--- config.mk ---
export PLATFORM = sky130hd
export DESIGN_NAME = fetch_pc_sel
export DESIGN_NICKNAME = d
export VERILOG_FILES = /design/src/rtl/fetch_pkg.sv /design/src/rtl/fetch_next_pc.sv /design/src/rtl/fetch_pc_sel.sv
export SDC_FILE = /design/constraint.sdc
export NUM_CORES = 1
export LEC_CHECK = 0
export ABC_AREA = 0
export CORE_MARGIN = 3
export CORE_UTILIZATION = 40
export DETAILED_ROUTE_END_ITERATION = 10
export GPL_TIMING_DRIVEN = 0
export HOLD_SLACK_MARGIN = 0.1
export MAX_ROUTING_LAYER = met4
export PLACE_DENSITY_LB_ADDON = 0.1
export SLEW_MARGIN = 5
export SYNTH_ARGS = -nofsm -noshare
export SYNTH_HDL_FRONTEND = slang
export SYNTH_SLANG_ARGS = --single-unit
--- constraint.sdc ---
create_clock -name clk -period 1.7 [get_ports clk]
set_input_delay 0.255 -clock clk [delete_from_list [all_inputs] [get_ports clk]]
set_output_delay 0.255 -clock clk [all_outputs]
set_load 0.05 [all_outputs]
--- src/rtl/fetch_pkg.sv ---
// Shared types and constants for the fetch next-PC unit and its F/D register.
package fetch_pkg;

    typedef enum logic [1:0] {
        BOOT   = 2'd0,
        RUN    = 2'd1,
        REFILL = 2'd2
    } fetch_state_e;

    localparam logic [31:0] PC_STEP    = 32'd4;
    localparam logic [31:0] ALIGN_MASK = 32'hFFFF_FFFC;

    typedef struct packed {
        logic [31:0] pc;
        logic [31:0] instr;
        logic        valid;
        logic        pred_taken;
        logic [31:0] pred_pc;
    } fd_payload_t;

endpackage

--- src/rtl/fetch_next_pc.sv ---
// Combinational next-PC choice: word-aligned BTB target when predicted taken, else PC+4.
module fetch_next_pc
    import fetch_pkg::*;
(
    input  logic [31:0] pc,
    input  logic        btb_hit,
    input  logic [31:0] btb_target,
    input  logic        btb_pnif,
    output logic        taken,
    output logic [31:0] next_pc
);

    always_comb begin
        taken   = btb_hit & ~btb_pnif;
        // PC+4 wraps modulo 2^32 by construction of the 32-bit sum.
        next_pc = taken ? (btb_target & ALIGN_MASK) : (pc + PC_STEP);
    end

endmodule

--- src/rtl/fetch_pc_sel.sv ---
// Fetch PC register, BTB-driven next-PC selection and F/D pipeline register.
// Optional FETCH_PERF_CNT_EN adds saturating fetch/redirect counters.
module fetch_pc_sel
    import fetch_pkg::*;
#(
    parameter logic [31:0] RESET_PC  = 32'h0000_0000,
    parameter logic [31:0] NOP_INSTR = 32'h0000_0000
) (
    input  logic        clk,
    input  logic        reset,
    input  logic        stallF,
    input  logic        imem_ready,
    input  logic [31:0] instr_in,
    input  logic        btb_hit,
    input  logic [31:0] btb_target,
    input  logic        btb_pnif,
    input  logic        redirect_valid,
    input  logic [31:0] redirect_pc,
`ifdef FETCH_PERF_CNT_EN
    output logic [31:0] perf_fetched,
    output logic [31:0] perf_redirects,
`endif
    output logic [31:0] pcF,
    output logic [31:0] pcD,
    output logic [31:0] instrD,
    output logic        validD,
    output logic        pred_takenD,
    output logic [31:0] pred_pcD,
    output logic        pnifD
);

    fetch_state_e state_q, state_d;
    logic [31:0]  pc_q, pc_d;
    fd_payload_t  fd_q, fd_d;
    logic         taken;
    logic [31:0]  next_pc;

    fetch_next_pc u_next_pc (
        .pc        (pc_q),
        .btb_hit   (btb_hit),
        .btb_target(btb_target),
        .btb_pnif  (btb_pnif),
        .taken     (taken),
        .next_pc   (next_pc)
    );

    always_comb begin
        state_d = state_q;
        pc_d    = pc_q;
        fd_d    = fd_q;
        // A redirect wins in every state, so a stalled mispredict is never dropped.
        if (redirect_valid) begin
            pc_d         = redirect_pc & ALIGN_MASK;
            fd_d.valid   = 1'b0;
            fd_d.instr   = NOP_INSTR;
            state_d      = REFILL;
        end else begin
            case (state_q)
                BOOT: state_d = RUN;
                REFILL: begin
                    fd_d.valid = 1'b0;
                    fd_d.instr = NOP_INSTR;
                    state_d    = RUN;
                end
                RUN: begin
                    if (stallF) begin
                        fd_d = fd_q;
                    end else if (!imem_ready) begin
                        fd_d.valid = 1'b0;
                        fd_d.instr = NOP_INSTR;
                    end else begin
                        fd_d.pc         = pc_q;
                        fd_d.instr      = instr_in;
                        fd_d.valid      = 1'b1;
                        fd_d.pred_taken = taken;
                        fd_d.pred_pc    = next_pc;
                        pc_d            = next_pc;
                    end
                end
                default: state_d = BOOT;
            endcase
        end
    end

    always_ff @(posedge clk or negedge reset) begin
        if (!reset) begin
            state_q <= BOOT;
            pc_q    <= RESET_PC;
            fd_q    <= '{pc: 32'd0, instr: NOP_INSTR, valid: 1'b0,
                         pred_taken: 1'b0, pred_pc: 32'd0};
        end else begin
            state_q <= state_d;
            pc_q    <= pc_d;
            fd_q    <= fd_d;
        end
    end

    assign pcF         = pc_q;
    assign pcD         = fd_q.pc;
    assign instrD      = fd_q.instr;
    assign validD      = fd_q.valid;
    assign pred_takenD = fd_q.pred_taken;
    assign pred_pcD    = fd_q.pred_pc;
    assign pnifD       = ~fd_q.pred_taken;

`ifdef FETCH_PERF_CNT_EN
    logic [31:0] perf_fetched_q, perf_fetched_d;
    logic [31:0] perf_redirects_q, perf_redirects_d;
    logic        capture;

    always_comb begin
        capture          = (state_q == RUN) & ~redirect_valid & ~stallF & imem_ready;
        perf_fetched_d   = perf_fetched_q;
        perf_redirects_d = perf_redirects_q;
        if (capture && perf_fetched_q != 32'hFFFF_FFFF)
            perf_fetched_d = perf_fetched_q + 32'd1;
        if (redirect_valid && perf_redirects_q != 32'hFFFF_FFFF)
            perf_redirects_d = perf_redirects_q + 32'd1;
    end

    always_ff @(posedge clk or negedge reset) begin
        if (!reset) begin
            perf_fetched_q   <= 32'd0;
            perf_redirects_q <= 32'd0;
        end else begin
            perf_fetched_q   <= perf_fetched_d;
            perf_redirects_q <= perf_redirects_d;
        end
    end

    assign perf_fetched   = perf_fetched_q;
    assign perf_redirects = perf_redirects_q;
`endif

endmodule

* Word-level counts from Yosys, hierarchy flattened *
Cells that the tools add are included.

word-level totals
  flip-flop bits (word level) = 132
  latch bits = 0
  memory bits (writable) = 0
  memory bits (read-only) = 0
  input bits = 103
  output and inout port bits = 131
  word-level logic and storage cells = 38
  memories kept = 0

cells by class
  add/sub/neg operators = 1
  $mul = 0
  divide/modulo/power cells = 0
  order comparisons = 0
  eq/ne operators = 5
  shifts and indexed selects = 0
  mux-type cells = 12
  bitwise gates (word level) = 5
  reduce and logical (&&, ||, !) cells = 8

operators by type and width
  kind                                                                    count
  32-bit 2-to-1 mux                                                       5
  33-bit 2-to-1 mux                                                       3
  66-bit 2-to-1 mux                                                       1
  33-bit one-hot mux with 2 select lines                                  1
  32-bit by 3-bit adder with 32-bit output (second input constant)        1
  1-bit NOT                                                               4
  2-bit one-hot mux with 2 select lines                                   1
  4-bit AND reduction                                                     1
  2-bit nonzero test                                                      2
  3-bit != test (second input constant)                                   1
  3-bit AND reduction                                                     1
  3-bit nonzero test                                                      1
  2-bit by 1-bit equality test with 1-bit output (second input constant)  1
  2-bit equality test (second input constant)                             1
  2-bit logical NOT                                                       1
  2-bit 2-to-1 mux                                                        1
  2-bit by 1-bit != test with 1-bit output (second input constant)        1
  2-bit != test (second input constant)                                   1
  2-bit AND reduction                                                     1
  2-bit OR reduction                                                      1
  1-bit bitwise AND                                                       1

* Longest topological paths before layout *
Gate-level depths: netlist of the first run.

  depth after elaboration = 7
  depth in mapped cells = 8
  mapped depth without buffers = 6

* Modules after synthesis *
A second synthesis of the first run with hierarchy kept.

unflattened totals
  cell total of the unflattened synthesis = 489
  area, all modules = 6323.6 µm²

by module, submodules not included
  module         times used  cells an instance  area an instance (µm²)  seq. area each (µm²)
  fetch_pc_sel   1           329                5362.6                  3303.2
  fetch_next_pc  1           160                960.9                   0.0

* Worst setup path after synthesis of the first run *
OpenSTA, ideal clock, no wires.

  path type = reg2reg
  start point = reg pc_q[2] (netlist: pcF[2])
  end point = reg pc_q[24] (netlist: pcF[24])
  setup time = 137 ps
  arrival time = 2094 ps
  required time = 1563 ps
  path slack = -532 ps
  cell stages (with the launch flop) = 8
  path buffers = 1
  period minus slack after synthesis = 2232 ps
  cell sequence = dfrtp_1 > ha_1 > and4_2 > nand3_4 > buf_6 > or4_1 > nand3_1 > o211ai_1

between the ends
  cells in the longest elaborated chain, start to end = 6

RTL lines
  what                                      line                 source
  start: declaration                        fetch_pc_sel.sv:33   logic [31:0] pc_q, pc_d;
  start signal: assignment                  fetch_pc_sel.sv:93   pc_q <= pc_d;
  32-bit by 3-bit adder with 32-bit output  fetch_next_pc.sv:16  next_pc = taken ? (btb_target & ALIGN_MASK) : (pc + PC_STEP);
  32-bit 2-to-1 mux                         fetch_next_pc.sv:16
  32-bit 2-to-1 mux                         fetch_pc_sel.sv:68   end else if (!imem_ready) begin
  32-bit 2-to-1 mux                         fetch_pc_sel.sv:66   if (stallF) begin
  32-bit 2-to-1 mux                         fetch_pc_sel.sv:58   case (state_q)
  32-bit 2-to-1 mux                         fetch_pc_sel.sv:52   if (redirect_valid) begin

Every way passes these cells. The select of a mux whose other input is x is not followed.
A chain may end at the register's enable or synchronous reset.

* Final worst setup path of the first run *
  start point = reg pc_q[8] (netlist: pcF[8])
  end point = reg fd_q (netlist bit pred_pcD[15])

between the ends
  cells in the longest elaborated chain, start to end = 2

RTL lines
  what                                      line                 source
  32-bit by 3-bit adder with 32-bit output  fetch_next_pc.sv:16
  32-bit 2-to-1 mux                         fetch_next_pc.sv:16
  end signal: assignment                    fetch_pc_sel.sv:89   fd_q <= '{pc: 32'd0, instr: NOP_INSTR, valid: 1'b0,
  end: declaration                          fetch_pc_sel.sv:34   fd_payload_t fd_q, fd_d;

Every way passes these cells.

==> impl_metrics.ini, run 1 <==
[outcome]
result_of_the_run = complete, but fails checks
failed_checks = setup timing

[worst_setup_path]
worst_path_most_repeated_cell = buf_6
worst-r2r-setup-slack_ns = -0.15
critical_path_class = reg2reg
crit_path_max_fanout = 8
worstPathArrival_ns = 2.21
worst_setup_path_start_kind = flip-flop
worst_path_largest_cell_delay_ns = 0.46
cp_data_required_time_ns = 2.06
timing.critical_path.cells = and3_1, buf_6, nand3_4, buf_6, or4_4, a21oi_4, a221o_1
critPathCaptureType = flip-flop
cp_max_delay_cell = dfrtp_2

[floorplanning]
fp.dieH_um = 130
placement_rows = 44
initial_standard_cell_utilization_of_the_core_pct = 41.5
design.core.area_sq_mm = 0.0148
die_area_sq_mm = 0.0168
die_w_um = 130
io_pins = 234

[power]
vdd_drop_max_mv = 0.962
leakage_uw = 0.00499
power_dens_cells_mw_per_mm2 = 1090
finalPower_uw = 10900

[clock_tree]
cts_max_path_buffers = 2
clock_insertion_delay_worst_skew_ns = 0.43
cts.htree.levels = 4
root_buffer = clkbuf_16
path_clk_slew_ns = 0.06
number_of_clock_buffers_inserted_by_tritoncts = 17
cts_sinks = 132
tritoncts = yes

[synth]
mappedNetlistNets = 742
netlist-cell-type-count = 60
synth_cells = 638
ys_top_cells_by_area = dfrtp_1 (54%), nand2_1 (10%), a22o_1 (4.6%), nand3_1 (2.7%), nor2_1 (1.9%)
synth_async_sr_flop_share_pct = 100
netlist.top_cell.by_area = dfrtp_1
ys.flop_type = dfrtp_1
synthesis.area_per_instance_sq_um = 9.60
netlist.area_leader.share_pct = 54.0
ys_seq_elements = 132
synth-warning-count = 0
synth-seq-area-share_pct = 54.0
synth_edf_count = 0
synth.cell_area_sq_mm = 0.00612

[sta]
transition_time_at_the_pin_with_the_least_slew_margin_ns = 0.720
grt_setup_unrepaired = yes
slew_viol_final = 0
hold_violations = 0
final_critical_path_setup_slack_ns = -0.151
relSlewSlack_pct = 52.0
hold_ws_ns = 0.292
final-setup-viol-count = 27
final_min_period_over_clock_period_pct = 109
layout_min_cycle_time_ns = 1.85
fmax_mhz = 540
clock-skew-final_ns = 0.0116

[global_route]
initial_antenna_violation_count = 0
grt_overflow = 0
track_usage_pct = 28.5
grt_start_max_net_pins = 86
wire_length_of_the_first_global_routing_pass_um = 35500
vias_in_the_first_global_route = 6305

[drt]
top_signal_layer_used = met4
wl_met1_um = 9730
route.final.wire_length_um = 23100
drt-pass1-iter-count = 5
drt_iter0_markers = 479
dr_wl_met3_um = 1790
detailroute.via_count = 6330
detailed_route_wirelength_on_metal2_um = 11200
route.detailed.vias_per_inst = 5.65
drc = 0
avgRoutedWirePerCell_um = 20.6
final_antenna_net_count = 0

[final_layout]
num-fill-cells = 1208
commonest_cells_after_routing_fill_and_taps_aside = nand2_1 (164), dlygate4sd2_1 (110), dfrtp_1 (106)
most_frequent_standard_cell_in_the_layout_excluding_fill_and_tap_cells = nand2_1
nets = 1028
diodes = 0
final_layout_size_suffix_gt1_share_pct = 23.3
synthToLayoutAreaGrowth_pct = 63.7

[placement]
dp_hpwl_um = 16400
placement.io_buffers = 228
place_congestion = 0.891
pre_cts_ws_ns = -0.893

[worst_hold_path]
worstHoldPathType = in2reg

[job]
maxCapViolations = 0
-- logic make-up after synthesis --
family | share of synthesized area [%]
multiplexers | 1.31
AND/OR/NAND/NOR | 22.8
buffers and inverters | 4.68
AO/OA/AOI/OAI | 15.4
flip-flops | 54.0
adder cells (fa/ha/maj) | 0.204
XOR/XNOR | 1.72
-- power by group --
part           total [uW]  internal, uW  switching, uW  leakage (uW)
combinational        3370          1030           2340       0.00303
sequential           3900          3570            328       0.00169
clock                3640          2170           1470      0.000273
total               10900          6770           4140       0.00499
-- Yosys cell counts (3+ instances only) --
| master | count |
|---|---|
| a211o_1 | 7 |
| a211oi_1 | 5 |
| a21o_1 | 6 |
| a21oi_1 | 22 |
| a221o_1 | 3 |
| a22o_1 | 32 |
| and3_1 | 5 |
| and4_1 | 5 |
| buf_2 | 19 |
| buf_4 | 3 |
| buf_6 | 3 |
| clkbuf_1 | 22 |
| dfrtp_1 | 132 |
| inv_1 | 7 |
| mux2i_1 | 8 |
| nand2_1 | 167 |
| nand3_1 | 33 |
| nand4_1 | 9 |
| nor2_1 | 31 |
| nor3_1 | 9 |
| nor3b_1 | 7 |
| nor4_1 | 7 |
| o211ai_1 | 8 |
| o21ai_0 | 23 |
| o21ai_1 | 4 |
| o31a_1 | 3 |
| o31ai_1 | 3 |
| or4_1 | 4 |
| xnor2_1 | 6 |
| xor2_1 | 6 |
-- metal layers --
metal,track usage (%),vias up
li1,-,2826
met1,38.5,3137
met2,43.3,332
met3,7.20,35
met4,7.95,0
met5,-,-
-- registers in the layout, indices dropped and copies added (netlist names) --
| signal | count |
|---|---|
| pcD | 32 |
| instrD | 32 |
| pcF | 32 |
| pred_pcD | 32 |
| state_q | 2 |
| pred_takenD | 1 |
| validD | 1 |
-- path summary, 6_finish.rpt --
path                           startpoint  cells after the start            to
setup / recovery                   pcF[8]                      7  pred_pcD[15]
hold / removal             redirect_valid                      2    state_q[1]
min in group asynchronous           reset                      2       pcD[12]
hold reg to reg               pred_pcD[9]                      2   pred_pcD[9]
max in group asynchronous           reset                      3       pcF[25]
setup reg to reg                   pcF[8]                      7  pred_pcD[15]
-- area by class of cell --
cell class / count / area (sq um) / share of cell area, %
flip-flops and latches: 132 / 3340 / 33.3
clock buffers: 18 / 429 / 4.28
clock inverters: 14 / 156 / 1.56
well taps: 184 / 230 / 2.30
inverters: 7 / 26.3 / 0.262
plain buffers: 47 / 385 / 3.85
multi-input cells: 448 / 2960 / 29.5
repair buffers: 271 / 2500 / 24.9
-- stage by stage --
step                      instance area (sq um)  std cells  utilization (%)  TNS [ns]
after detailed placement                   8800       1051             59.7    -82.13
after CTS                                  9750       1109             66.1     -2.03
after global placement                     8770       1050             59.5   -726.61
after global routing                      10000       1121             67.9     -3.64
final                                     10000       1121             67.9     -1.80
after floorplan                            6260        638                -     -2.40
-- critical path: cells and delay by family (launching register included) --
kind / cells / cell delay [ns]
simple gates: 3 / 0.74
buf+inv: 2 / 0.29
compound gates: 2 / 0.30
flops: 1 / 0.46
-- timing repair --
item / 4_1_cts / 5_1_grt
resized for setup: 220 / 78
hold buffers: 1 / 0
endpoints found under the hold margin: 47 / 0
buffers inserted: 24 / 17
pin swaps: 19 / 24
endpoints found under the setup margin: 261 / 114
gates cloned: 1 / 0
(Power assumes the default switching activity.)
==> run 2, diff against run 1 <==
--- a/config.mk
+++ b/config.mk
@@ -7,7 +7,7 @@
 export LEC_CHECK = 0
 export ABC_AREA = 0
 export CORE_MARGIN = 3
-export CORE_UTILIZATION = 40
+export CORE_UTILIZATION = 41
 export DETAILED_ROUTE_END_ITERATION = 10
 export GPL_TIMING_DRIVEN = 0
 export HOLD_SLACK_MARGIN = 0.1
@@ -16,4 +16,5 @@
 export SLEW_MARGIN = 5
 export SYNTH_ARGS = -nofsm -noshare
 export SYNTH_HDL_FRONTEND = slang
+export SYNTH_HIERARCHICAL = 1
 export SYNTH_SLANG_ARGS = --single-unit
==> impl_metrics.ini, run 2 <==
[synth]
mappedNetlistNets = 593
netlist.top_cell.by_area = dfrtp_1
synth-simple-area-share_pct = 11.5
synth-xor-area-share_pct = 1.52
netlist-cell-type-count = 39
synth-warning-count = 6
synthesis.area_per_instance_sq_um = 12.9
netlist.area_leader.share_pct = 52.2
ys_top_cells_by_area = dfrtp_1 (52%), mux2_4 (14%), a221o_1 (4.7%), a22o_1 (4.7%), and3_1 (3.7%)
dominant_combinational_cell_family_by_area_after_synthesis = multiplexers
ys.flop_type = dfrtp_1
synthMuxAreaShare_pct = 15.0
synth_compound_gate_area_share_pct = 14.2
synth_async_sr_flop_share_pct = 100
synth_common_cells = dfrtp_1 (132), mux2_4 (60), and3_1 (37)
synth.cell_area_sq_mm = 0.00632
yosys.area_share.adder_pct = 0.198
synth_cells = 489
ys_seq_elements = 132
post-synth-top-count-cell = dfrtp_1
synth-seq-area-share_pct = 52.2
synth_edf_count = 0

[worst_setup_path]
worst_path_largest_cell_delay_ns = 0.49
critical_path_class = reg2reg
worstPathArrival_ns = 2.54
crit_path_max_fanout = 8
worst-r2r-setup-slack_ns = -0.49
critPathTopFamily = simple AND/OR/NAND/NOR gates
cp_max_delay_cell = or4_1
cp_data_required_time_ns = 2.05
timing.critical_path.buf_inv = 2
worst_setup_path_start_kind = flip-flop
depth_of_the_most_critical_reg_to_reg_path = 8
timing.critical_path.cells = and3_4, nand4_1, buf_6, buf_6, or4_1, a31oi_1, and3_1, a221o_1
critical_path.reg2reg.endpoint = pcF[24]
setup.worst_path.start = pcF[17]
r2r_start = pcF[17]
worst_path_most_repeated_cell = buf_6
critPathCaptureType = flip-flop

[floorplanning]
io_pins = 234
design.core.area_sq_mm = 0.0148
initial_standard_cell_utilization_of_the_core_pct = 42.7
die_area_sq_mm = 0.0169
fp.dieH_um = 130
placement_rows = 44
die_w_um = 130

[worst_hold_path]
holdPathEnd = state_q[1]
worstHoldPathType = in2reg
min_from = redirect_valid
worstHoldPathCells = 2

[placement]
dp_hpwl_um = 14000
postPlaceCellArea_sq_mm = 0.00891
pre_cts_ws_ns = -0.694
dp_cells = 902
place_congestion = 0.829
placement.io_buffers = 228

[global_route]
vias_in_the_first_global_route = 5750
initial_antenna_violation_count = 0
grt_start_max_net_pins = 78
track_usage_pct = 25.2
grt_overflow = 0
wire_length_of_the_first_global_routing_pass_um = 31500

[sta]
final_min_period_over_clock_period_pct = 129
clock-skew-final_ns = 0.0110
timing.setup.tns_ns = -13.07
final_critical_path_setup_slack_ns = -0.489
relSlewSlack_pct = 60.8
fmax_mhz = 457
hold_violations = 0
grt_setup_unrepaired = yes
transition_time_at_the_pin_with_the_least_slew_margin_ns = 0.588
slew_viol_final = 0
final-setup-viol-count = 78
layout_min_cycle_time_ns = 2.19
hold_ws_ns = 0.135

[outcome]
failed_checks = setup timing
result_of_the_run = complete, but fails checks

[clock_tree]
root_buffer = clkbuf_16
cts_max_path_buffers = 2
tritoncts = yes
cts_sinks = 132
clock_insertion_delay_worst_skew_ns = 0.43
path_clk_slew_ns = 0.06
number_of_clock_buffers_inserted_by_tritoncts = 17
cts.htree.levels = 4

[final_layout]
num-fill-cells = 1022
most_frequent_standard_cell_in_the_layout_excluding_fill_and_tap_cells = dfrtp_1
final_layout_size_suffix_gt1_share_pct = 36.0
commonest_cells_after_routing_fill_and_taps_aside = dfrtp_1 (109), dlygate4sd2_1 (108), clkdlybuf4s50_1 (96)
diodes = 0
final_area_sq_mm = 0.0106
nets = 925
synthToLayoutAreaGrowth_pct = 68.1
layoutNonFillerInstCount = 1018

[job]
maxCapViolations = 0

[power]
comb_power_share_pct = 33.9
netSwitchingPower_uw = 4280
vdd_drop_max_mv = 0.755
internal_power_uw = 7730
power_dens_cells_mw_per_mm2 = 1130
clkPwrFrac_pct = 33.2
leakage_uw = 0.00509
seq_power_share_pct = 32.9
switching_share_pct = 35.6

[drt]
route.final.wire_length_um = 22300
drc = 0
route.detailed.vias_per_inst = 5.72
avgRoutedWirePerCell_um = 21.9
detailroute.via_count = 5822
final_antenna_net_count = 0
drt_iter0_markers = 440
drt-pass1-iter-count = 5
run 2: changes by cell type in the layout (fill, tap and decap cells not counted), sizes merged, moves of 10 or more:
| cell | delta |
|---|---|
| a21oi | -20 |
| a221o | +27 |
| a31oi | +15 |
| and3 | +31 |
| buf | +29 |
| mux2 | +64 |
| nand2 | -146 |
| nand3 | -22 |
| nor2 | -15 |
| o21ai | -12 |
| o31ai | +10 |
| or4 | +10 |
run 2: layout make-up:
class                           instances  area, sq um  share of cell area (%)
Sequential cell                       132         3330                    31.3
Multi-Input combinational cell        314         3050                    28.7
Timing Repair Buffer                  314         3000                    28.2
Clock buffer                           21          470                    4.42
Buffer                                 37          358                    3.37
Tap cell                              184          230                    2.17
Clock inverter                         11          173                    1.62
Inverter                                5         18.8                   0.177
run 2: power groups by stage:
stage / registers [uW] / clock network [uW] / logic, uW
2_1_floorplan: 5610 / 0 / 870
3_3_place_gp: 4030 / 0 / 3920
3_5_place_dp: 4050 / 0 / 3960
4_1_cts: 3940 / 4020 / 3930
5_1_grt: 4010 / 4190 / 4240
6_report: 3950 / 3980 / 4070
run 2: what timing repair did:
| item | in CTS | in global routing |
|---|---|---|
| setup buffers | 52 | 22 |
| gates resized for setup | 203 | 88 |
| setup endpoints to repair | 236 | 141 |
| pin swaps | 27 | 37 |
| hold buffers | 1 | 0 |
| cloned | 2 | 9 |
| hold endpoints to repair | 55 | 0 |
run 2: cells by family after synthesis:
kind of cell | Yosys count
flops | 132
simple gates | 125
compound gates | 113
mux | 64
buf+inv | 43
xor+xnor | 11
fa+ha+maj | 1
run 2: layer usage:
layer  GRT usage (%)  wire, um
met5               -         0
met1            32.0      9110
met4            7.15       404
met2            39.9     11000
met3            6.96      1710
run 2: worst max-delay path by stage:
stage	end	slack, ns	depth (start not counted)
2_1_floorplan	pcF[18]	-0.47	8
3_3_place_gp	pcF[18]	-5.28	1
3_5_place_dp	pcF[31]	-0.69	7
4_1_cts	pcF[18]	-0.37	8
5_1_grt	pcF[24]	-0.49	8
6_report	pcF[24]	-0.49	8
run 2: worst register-to-register path: cells and delay by family, from the launching register on:
kind	cells	cell delay, ns
AOI/OAI and AO/OA	2	0.38
buffers and inverters	2	0.31
DFF	1	0.39
and+or+nand+nor	4	1.04
run 2: metrics by stage:
stage               utilization, %  power [uW]
finish                        71.8       12000
global route                  71.8       12400
CTS                           67.8       11900
detailed placement            60.2        8010
global placement              60.0        7960
floorplan                        -        6480
==> run 3, diff against run 2 <==
--- a/config.mk
+++ b/config.mk
@@ -7,7 +7,7 @@
 export LEC_CHECK = 0
 export ABC_AREA = 0
 export CORE_MARGIN = 3
-export CORE_UTILIZATION = 41
+export CORE_UTILIZATION = 40
 export DETAILED_ROUTE_END_ITERATION = 10
 export GPL_TIMING_DRIVEN = 0
 export HOLD_SLACK_MARGIN = 0.1
@@ -16,5 +16,4 @@
 export SLEW_MARGIN = 5
 export SYNTH_ARGS = -nofsm -noshare
 export SYNTH_HDL_FRONTEND = slang
-export SYNTH_HIERARCHICAL = 1
 export SYNTH_SLANG_ARGS = --single-unit
==> results of run 3 <==
Final layout, timing and power as in run 1 (identical DEF).
